File: src/rtl/dtree_channel_arbiter.sv
// Round-robin arbiter sharing one decision-tree classifier between channels.
// Streams each granted feature vector out and tags the result or timeout.
module dtree_channel_arbiter #(
    parameter int CHANNELS = 4,
    parameter int FEATURES = 3,
    parameter int IN_WIDTH = 10,
    parameter int TIMEOUT  = 64
) (
    input  logic                                   clk,
    input  logic                                   reset,
    input  logic [CHANNELS-1:0]                    ch_req,
    input  logic [CHANNELS*FEATURES*IN_WIDTH-1:0]  ch_features,
    output logic [CHANNELS-1:0]                    ch_grant,
    input  logic                                   dt_ready,
    output logic                                   dt_valid,
    output logic [IN_WIDTH-1:0]                    dt_sample,
    input  logic [1:0]                             dt_level,
    input  logic [1:0]                             dt_path,
    input  logic                                   dt_out_valid,
    output logic                                   res_valid,
    output logic [$clog2(CHANNELS)-1:0]            res_chan,
    output logic [1:0]                             res_level,
    output logic [1:0]                             res_path,
    output logic                                   res_timeout,
    output logic                                   busy
);

    localparam int CW  = $clog2(CHANNELS);
    localparam int CW1 = CW + 1;
    localparam int FW  = FEATURES * IN_WIDTH;
    localparam int KW  = (FEATURES > 1) ? $clog2(FEATURES) : 1;
    localparam int TW  = $clog2(TIMEOUT + 1);

    localparam logic [KW-1:0] K_LAST = KW'(FEATURES - 1);
    localparam logic [TW-1:0] T_LAST = TW'(TIMEOUT - 1);
    localparam logic [CW-1:0] C_LAST = CW'(CHANNELS - 1);
    localparam logic [CW:0]   N_CH   = CW1'(CHANNELS);

    typedef enum logic [1:0] {
        S_IDLE,
        S_SEND,
        S_WAIT
    } state_t;

    state_t                r_state;
    logic [CW-1:0]         r_ptr;
    logic [CW-1:0]         r_chan;
    logic [FW-1:0]         r_vec;
    logic [KW-1:0]         r_k;
    logic [TW-1:0]         r_cnt;
    logic                  r_dt_valid;
    logic [IN_WIDTH-1:0]   r_dt_sample;
    logic                  r_res_valid;
    logic [CW-1:0]         r_res_chan;
    logic [1:0]            r_res_level;
    logic [1:0]            r_res_path;
    logic                  r_res_timeout;

    logic                  w_found;
    logic [CW-1:0]         w_idx;
    logic [CW:0]           w_pos;
    logic [FW-1:0]         w_vec;
    logic [KW-1:0]         w_k_inc;
    logic                  w_idle;

    // Scan from the highest offset down so the lowest offset from r_ptr wins.
    always_comb begin
        w_found = 1'b0;
        w_idx   = '0;
        w_pos   = '0;
        for (int i = CHANNELS - 1; i >= 0; i--) begin
            w_pos = {1'b0, r_ptr} + CW1'(i);
            if (w_pos >= N_CH) begin
                w_pos = w_pos - N_CH;
            end
            if (ch_req[w_pos[CW-1:0]]) begin
                w_found = 1'b1;
                w_idx   = w_pos[CW-1:0];
            end
        end
    end

    assign w_idle  = (r_state == S_IDLE);
    assign w_vec   = ch_features[w_idx*FW +: FW];
    assign w_k_inc = r_k + 1'b1;

    // Grant is the combinational pulse of the latching cycle; forced low in reset.
    assign ch_grant = (w_found && w_idle && reset)
                    ? (CHANNELS'(1) << w_idx)
                    : '0;

    always_ff @(posedge clk or negedge reset) begin
        if (!reset) begin
            r_state       <= S_IDLE;
            r_ptr         <= '0;
            r_chan        <= '0;
            r_vec         <= '0;
            r_k           <= '0;
            r_cnt         <= '0;
            r_dt_valid    <= 1'b0;
            r_dt_sample   <= '0;
            r_res_valid   <= 1'b0;
            r_res_chan    <= '0;
            r_res_level   <= '0;
            r_res_path    <= '0;
            r_res_timeout <= 1'b0;
        end else begin
            r_res_valid <= 1'b0;
            unique case (r_state)
                S_IDLE: begin
                    if (w_found) begin
                        r_chan      <= w_idx;
                        r_vec       <= w_vec;
                        r_ptr       <= (w_idx == C_LAST) ? '0 : w_idx + 1'b1;
                        r_k         <= '0;
                        r_dt_valid  <= 1'b1;
                        r_dt_sample <= w_vec[IN_WIDTH-1:0];
                        r_state     <= S_SEND;
                    end
                end
                S_SEND: begin
                    if (dt_ready) begin
                        if (r_k == K_LAST) begin
                            r_dt_valid <= 1'b0;
                            r_k        <= '0;
                            r_cnt      <= '0;
                            r_state    <= S_WAIT;
                        end else begin
                            r_k         <= w_k_inc;
                            r_dt_sample <= r_vec[w_k_inc*IN_WIDTH +: IN_WIDTH];
                        end
                    end
                end
                S_WAIT: begin
                    if (dt_out_valid) begin
                        r_res_valid   <= 1'b1;
                        r_res_chan    <= r_chan;
                        r_res_level   <= dt_level;
                        r_res_path    <= dt_path;
                        r_res_timeout <= 1'b0;
                        r_state       <= S_IDLE;
                    end else if (r_cnt == T_LAST) begin
                        r_res_valid   <= 1'b1;
                        r_res_chan    <= r_chan;
                        r_res_level   <= '0;
                        r_res_path    <= '0;
                        r_res_timeout <= 1'b1;
                        r_state       <= S_IDLE;
                    end else begin
                        r_cnt <= r_cnt + 1'b1;
                    end
                end
                default: r_state <= S_IDLE;
            endcase
        end
    end

    assign dt_valid    = r_dt_valid;
    assign dt_sample   = r_dt_sample;
    assign res_valid   = r_res_valid;
    assign res_chan    = r_res_chan;
    assign res_level   = r_res_level;
    assign res_path    = r_res_path;
    assign res_timeout = r_res_timeout;
    assign busy        = ~w_idle;

endmodule

File: config.mk
export PLATFORM = sky130hd
export DESIGN_NAME = dtree_channel_arbiter
export DESIGN_NICKNAME = d
export VERILOG_FILES = /design/src/rtl/dtree_channel_arbiter.sv
export SDC_FILE = /design/constraint.sdc
export NUM_CORES = 1
export LEC_CHECK = 0
export CAP_MARGIN = 20
export CORE_ASPECT_RATIO = 0.75
export CORE_UTILIZATION = 35
export CTS_CLUSTER_DIAMETER = 50
export DETAILED_ROUTE_END_ITERATION = 16
export GPL_ROUTABILITY_DRIVEN = 0
export GPL_TIMING_DRIVEN = 1
export MAX_ROUTING_LAYER = met4
export PLACE_DENSITY_LB_ADDON = 0.08
export REMOVE_ABC_BUFFERS = 1
export SYNTH_ARGS = -nofsm -noshare
export SYNTH_HDL_FRONTEND = slang
export SYNTH_SLANG_ARGS = --single-unit
export TNS_END_PERCENT = 50
File: constraint.sdc
create_clock -name clk -period 4.1 [get_ports clk]
set_input_delay 1.23 -clock clk [delete_from_list [all_inputs] [get_ports clk]]
set_output_delay 1.23 -clock clk [all_outputs]
set_load 0.02 [all_outputs]
; After elaboration in Yosys (flattened, before gate mapping)
; Index checks and enable logic that the tools add are counted.
[classes]
n_addsub = 10
mul = 2
magnitude_cmp = 8
n_eq_ne = 12
shifts = 3
muxes = 54
bitwise_logic = 1
reduce_logical = 13
[ops]
columns = op, count
row1 = variable part select 120 x 8 -> 30 bit, 1
row2 = 2-to-1 mux 2 bit, 21
row3 = 2-to-1 mux 10 bit, 3
row4 = variable part select 30 x 7 -> 10 bit, 1
row5 = 2-to-1 mux 7 bit, 4
row6 = one-hot mux 10 bit (2 select lines), 1
row7 = 2-to-1 mux 1 bit, 16
row8 = one-hot mux 7 bit (2 select lines), 1
row9 = "< comparator 2 x 3 -> 1 bit, second input constant", 4
row10 = "!= test 2 bit, second input constant", 6
row11 = AND reduction 4 bit, 3
row12 = "greater-or-equal comparator 3 bit, second input constant", 3
row13 = binary-select mux 1 bit (select 2 bit), 4
row14 = "subtractor 2 x 1 -> 2 bit, second input constant", 4
row15 = "adder 7 x 1 -> 7 bit, second input constant", 1
row16 = "equality test 7 x 6 -> 1 bit, second input constant", 1
row17 = "adder 2 x 2 -> 3 bit, second input constant", 2
row18 = "equality test 2 bit, second input constant", 3
row19 = "multiplier 2 x 4 -> 6 bit, second input constant", 1
row20 = one-hot mux 2 bit (3 select lines), 1
row21 = nonzero test 2 bit, 3
row22 = "multiplier 2 x 3 -> 5 bit, second input constant", 1
row23 = AND reduction 5 bit, 1
row24 = "adder 2 x 1 -> 2 bit, second input constant", 2
row25 = other kinds (13), 15
[totals]
regBits = 64
in_bits = 132
out_inout_bits = 24
elab_cells = 116

; Longest topological paths before layout
; Gate-level depths: netlist (run 1).
[logic_depth]
word_depth = 13
depth_mapped = 9

; Least setup slack after synthesis (run 1)
; OpenSTA, ideal clock, no wires.
[synth_timing]
kind = input -> output
startpoint = input ch_req[1]
endpoint = output ch_grant[2]
t_arrival_ns = 2.565
required_ns = 2.870
slack_ns = 0.305
cell_stages = 8
path_buffers = 2
cell_sequence = a21boi_1 -> o2bb2ai_2 -> nor2_4 -> inv_2 -> buf_6 -> buf_2 -> ha_1 -> and3_1
[synth_rtl]
columns = item, line
row1 = from (decl), 11  ; input logic [CHANNELS-1:0] ch_req,
row2 = binary-select mux 1 bit (select 2 bit), 76  ; if (ch_req[w_pos[CW-1:0]]) begin
row3 = 2-to-1 mux 1 bit (not written as such), 76
row4 = 2-to-1 mux 2 bit (3 in series), 76
row5 = 2-to-1 mux 2 bit *, 76
row6 = named net w_idx[0], 60  ; logic [CW-1:0] w_idx;
row7 = << shifter 1 x 2 -> 4 bit *, 89  ; ? (CHANNELS'(1) << w_idx)
row8 = 2-to-1 mux 4 bit *, 89
row9 = to (decl), 13  ; output logic [CHANNELS-1:0] ch_grant,
; Mark *: on every way through the listed nets, which the timed path passes. The rest lies on a longest branch. The select of a mux whose other input is x is not followed.

; Final worst setup path (run 1)
[layout_timing]
startpoint = input ch_req[2]
endpoint = output ch_grant[2]
; Same word-level chain as after synthesis.

==> flow_summary.ini, run 1 <==
[grt]
grt_use_total = 0.221
grt_pass1_vias = 3645
grt_use_met3 = 0.0493
grt_first_pass_wirelength_um = 18300
antenna_found_initial = 0
grtUsageMet1 = 0.278
grt_max_degree = 36
busiest_layer = met2
use_met2 = 0.352
grt_overflow = 0

[floorplanning]
start_util = 0.365
ios = 156
core_area_um2 = 10500
dieArea_um2 = 11300
row_count = 32
fp.dieH_um = 92.4
fp.dieW_um = 123

[cts]
clockBufferDepth = 2
hold_buffers = 0
clock_latency_ns = 0.33
cts.sinks = 64
post_cts_buffers = 0
numCtsBuffers = 9
clock-root-buffer = clkbuf_16
htree_levels = 3
clk_pin_slew_ns = 0.05
cts_tree = yes

[setup_path]
cp_top_family = buffers and inverters
path_cells = clkdlybuf4s50_1 -> buf_4 -> o2bb2ai_2 -> nor2_4 -> inv_2 -> ha_1 -> and3_1 -> buf_2
critical_path_required_ns = 2.87
critPathCaptureType = output pin
cp_data_arrival_time_ns = 2.69
cp_slowest_stage_delay_ns = 0.43
critPathSlowestCell = clkdlybuf4s50_1
critPathLaunchType = input port
setup.worst_path.class = in2out
critPathBufInv = 4
path_max_fanout = 4

[logic_synthesis]
ys_types = 46
synth_warnings = 0
synthesis.area_um2 = 3810
syn_inst = 398
seq_area_frac_synth = 0.420
synth_edf_count = 0
yosys_register_bits = 64
avgSynthCellArea_um2 = 9.58
synthFlopType = dfrtp_1
async_reset_ff_frac = 1.00

[final_layout]
finish.utilization = 0.563
fin_nets = 700
area_delta_synth_final_pct = 54.1
regArea_um2 = 1600
mostFrequentLayoutCell = clkdlybuf4s50_1
nFillCells = 975
final_cells = 700
diodes = 0
multi_input_area_um2 = 2080
drive_gt1_frac = 0.0940
final_cell_mix = clkdlybuf4s50_1, dfrtp_1, mux2i_1, nand2_1, a21oi_1

[routing]
wl_per_cell_um = 16.8
drtAntennaViolNets = 0
remaining_drc_errors = 0
drt_wl_total_um = 11700
first_iter_violations = 223
routed_via_density = 5.18
first_pass_iters = 4
vias = 3623

[timing]
max_freq_mhz = 255
relSlewSlack = 0.311
setup_viol = 0
rsz0062_at_grt = no
setup_ws_ns = 0.184
tightestPinTransition_ns = 1.03
hold_violations = 0
finalCriticalPeriod_ns = 3.92
timing.final.crit_share = 0.955
fin_skew_ns = 0.00637
tns_ns = 0
maxSlewViolCount = 0

[power]
ir_worst_vdd_mv = 0.266
p_per_area_nw_per_um2 = 646
total_power_uw = 3800
leakagePower_uw = 0.00257

[placement]
placedCellCount = 685
pre_cts_slack_ns = -0.422
io_buffers = 155
dp_hpwl_um = 8680

[job]
drv_cap = 0

[status]
status = finished clean

[min_path]
min_path_type = reg2reg
[cell families after synthesis]
logic type | Yosys count | share of synthesized area
multiplexers | 61 | 0.163
flip-flops | 64 | 0.420
adder cells (fa/ha/maj) | 8 | 0.0262
AND/OR/NAND/NOR | 117 | 0.141
buffers and inverters | 34 | 0.0387
AO/OA/AOI/OAI | 110 | 0.202
XOR/XNOR | 4 | 0.00919
[routing by layer]
| layer | up-vias | wire length [µm] |
|---|---|---|
| met5 | - | 0 |
| met4 | 0 | 99 |
| met3 | 12 | 759 |
| met2 | 130 | 5580 |
| met1 | 1703 | 5300 |
| li1 | 1778 | - |
[tightest hold or removal path, cell delays in order, from the launching register on]
cell	delay [ns]
dfrtp_1	0.33
nand2_1	0.05
nand2_1	0.06
[where the power goes]
group / leakage [µW] / internal [µW] / total, µW / switching [µW]
sequential: 0.000770 / 916 / 1100 / 186
combinational: 0.00165 / 853 / 1910 / 1060
clock: 0.000154 / 514 / 783 / 269
[synthesized netlist by cell type (2+ instances only)]
cell | count | share of area
nand2b_1 | 4 | 0.0066
a22o_1 | 6 | 0.014
o21ai_1 | 4 | 0.0052
and3_1 | 7 | 0.011
mux2_1 | 10 | 0.030
mux2i_1 | 51 | 0.13
o2bb2ai_1 | 20 | 0.046
ha_1 | 8 | 0.026
o211ai_1 | 6 | 0.012
inv_1 | 7 | 0.0069
clkbuf_1 | 14 | 0.014
nor2b_1 | 3 | 0.0049
a21oi_1 | 36 | 0.047
buf_1 | 4 | 0.0039
buf_4 | 2 | 0.0039
dfrtp_1 | 64 | 0.42
o211ai_2 | 4 | 0.013
nor4_1 | 2 | 0.0033
and2_1 | 2 | 0.0033
o311ai_1 | 10 | 0.023
o21ai_0 | 14 | 0.018
nand3_1 | 22 | 0.029
xor2_1 | 4 | 0.0092
buf_2 | 4 | 0.0052
nor2_1 | 24 | 0.024
nand2_1 | 46 | 0.045
[cell type report]
cell class | instances | area share
multi-input cells | 300 | 0.354
repair buffers | 176 | 0.287
flip-flops and latches | 64 | 0.272
clock buffers | 12 | 0.0453
well taps | 136 | 0.0289
clock inverters | 3 | 0.00681
inverters | 9 | 0.00596
[through the flow]
step           hold slack [ns]  cell area, µm²
3_5_place_dp             0.462            5590
6_report                 0.471            5880
5_1_grt                  0.492            5880
3_3_place_gp             0.458            5590
2_1_floorplan            0.438            3700
4_1_cts                  0.475            5880
[registers in the layout (all words and copies together) (netlist names), 2 cells and up]
signal     count
res_level      2
r_state        2
dt_sample     10
r_chan         2
r_ptr          2
r_k            2
r_cnt          7
res_chan       2
res_path       2
r_vec         30
[repair_timing]
action,CTS,global route
gates resized for setup,20,0
setup endpoints to repair,4,0
hold endpoints to repair,0,0
[final timing paths]
path | slack [ns] | cells after the start | end | startpoint
setup / recovery | 0.18 | 8 | ch_grant[2] | ch_req[2]
hold / removal | 0.47 | 2 | r_vec[4] | r_vec[4]
setup reg to reg | 1.32 | 5 | dt_sample[7] | r_k[0]
hold reg to reg | 0.47 | 2 | r_vec[4] | r_vec[4]
max in group asynchronous | 2.62 | 2 | dt_sample[6] | reset
min in group asynchronous | 0.77 | 1 | r_vec[9] | reset
Power figures use the tool's default switching activity.
==> inputs of run 2 (changes only) <==
MAX_ROUTING_LAYER = not set   (was met4)
==> run 2 against run 1 <==
Final cell count unchanged. Via count decreased by 0.11%. Die area unchanged. Count of clock-buffer cells in the layout unchanged. Routed wire length decreased by 0.10%. Fmax about the same. Combinational power about the same. Clock skew increased by 0.0013 ns. Clock power about the same. Global-route usage decreased by 0.63 points. Design area unchanged. Critical path type unchanged. Highest routed layer unchanged.
==> flow_summary.ini, run 2 (same netlist as run 1, synthesis figures left out) <==
[timing]
setup_viol = 0
tightestPinTransition_ns = 1.01
whs_ns = 0.472
max_freq_mhz = 255
setup_ws_ns = 0.183
timing.final.crit_share = 0.955
relSlewSlack = 0.324
finalCriticalPeriod_ns = 3.92
maxSlewViolCount = 0
fin_skew_ns = 0.00770
hold_violations = 0
rsz0062_at_grt = no

[cts]
numCtsBuffers = 9
cts.sinks = 64
clock-root-buffer = clkbuf_16
cts_tree = yes
clk_pin_slew_ns = 0.05
clockBufferDepth = 2
hold_buffers = 0
post_cts_resized = 20
htree_levels = 3
post_cts_buffers = 0
clock_latency_ns = 0.34

[grt]
grt_overflow = 0
grt_use_total = 0.215
grt_first_pass_wirelength_um = 18300
antenna_found_initial = 0
grt_max_degree = 36
grt_pass1_vias = 3630

[placement]
dp_hpwl_um = 8680
placedCellCount = 685
pre_cts_slack_ns = -0.422
io_buffers = 155

[setup_path]
setup.worst_path.class = in2out
cp_data_arrival_time_ns = 2.69
critPathCaptureType = output pin
path_max_fanout = 4
critPathBufInv = 4
critPathLaunchType = input port
cp_top_family = buffers and inverters
critPathSlowestCell = clkdlybuf4s50_1
critical_path_required_ns = 2.87
cp_slowest_stage_delay_ns = 0.43
path_cells = clkdlybuf4s50_1 -> buf_4 -> o2bb2ai_2 -> nor2_4 -> inv_2 -> ha_1 -> and3_1 -> buf_2

[power]
p_per_area_nw_per_um2 = 646
ir_worst_vdd_mv = 0.268
total_power_uw = 3790
leakagePower_uw = 0.00257

[floorplanning]
fp.dieH_um = 92.4
core_area_um2 = 10500
fp.dieW_um = 123
start_util = 0.365
dieArea_um2 = 11300
ios = 156
row_count = 32

[routing]
drt_wl_total_um = 11700
wl_per_cell_um = 16.8
vias = 3619
drtAntennaViolNets = 0
remaining_drc_errors = 0
first_iter_violations = 210
first_pass_iters = 4
routed_via_density = 5.17

[final_layout]
final_cell_mix = clkdlybuf4s50_1, dfrtp_1, mux2i_1, nand2_1, a21oi_1
largest_reg_flops = 30
mostFrequentLayoutCell = clkdlybuf4s50_1
drive_gt1_frac = 0.0940
top_register = r_vec
area_delta_synth_final_pct = 54.1
fin_nets = 700
final_cells = 700
diodes = 0

[status]
status = finished clean

[min_path]
min_path_type = reg2reg

[job]
drv_cap = 0
[run 2: cell counts in the layout (fill, tap and decap cells not counted)]
Identical to the previous run, type by type.
[run 2: stage by stage]
| step | cell area (µm²) | utilization | setup TNS, ns |
|---|---|---|---|
| floorplan | 3700 | - | -0.518 |
| detailed placement | 5590 | 0.535 | -1.64 |
| finish | 5880 | 0.563 | 0 |
| CTS | 5880 | 0.563 | 0 |
| global route | 5880 | 0.563 | 0 |
| global placement | 5590 | 0.535 | -1.42 |
[run 2: where the power goes]
group | switching, µW | internal (µW) | leakage, µW
logic | 1050 | 853 | 0.00165
clock network | 272 | 514 | 0.000154
registers | 186 | 916 | 0.000770
total | 1510 | 2280 | 0.00257
[run 2: cell type report]
cell class	count	area [µm²]
sequential	64	1600
clock buffer	12	267
multi-input combinational	300	2080
tap	136	170
clock inverter	3	40.0
inverter	9	35.0
fill	975	4570
timing repair buffer	176	1680
[run 2: worst paths after layout]
| kind | cells after the start | slack, ns | startpoint | end |
|---|---|---|---|---|
| worst max-delay path | 8 | 0.18 | ch_req[2] | ch_grant[2] |
| min in group asynchronous | 1 | 0.77 | reset | r_vec[9] |
| worst min register to register | 2 | 0.47 | r_vec[4] | r_vec[4] |
| worst max register to register | 5 | 1.33 | r_k[0] | dt_sample[7] |
| max in group asynchronous | 2 | 2.63 | reset | dt_sample[6] |
| worst min-delay path | 2 | 0.47 | r_vec[4] | r_vec[4] |
[run 2: tightest hold or removal path: cells and delay by family, from the launching register on]
kind / cells / cell delay [ns]
flip-flops: 1 / 0.33
AND/OR/NAND/NOR: 2 / 0.11
[run 2: routing by layer]
layer  track usage  up-vias  wire length [µm]  part of all wire
met5             0        -                 0                 0
met4        0.0742        0               111            0.0095
met3        0.0579       10               839             0.072
met2         0.352      119              5550              0.47
met1         0.272     1712              5230              0.45
li1              -     1778                 -                 -
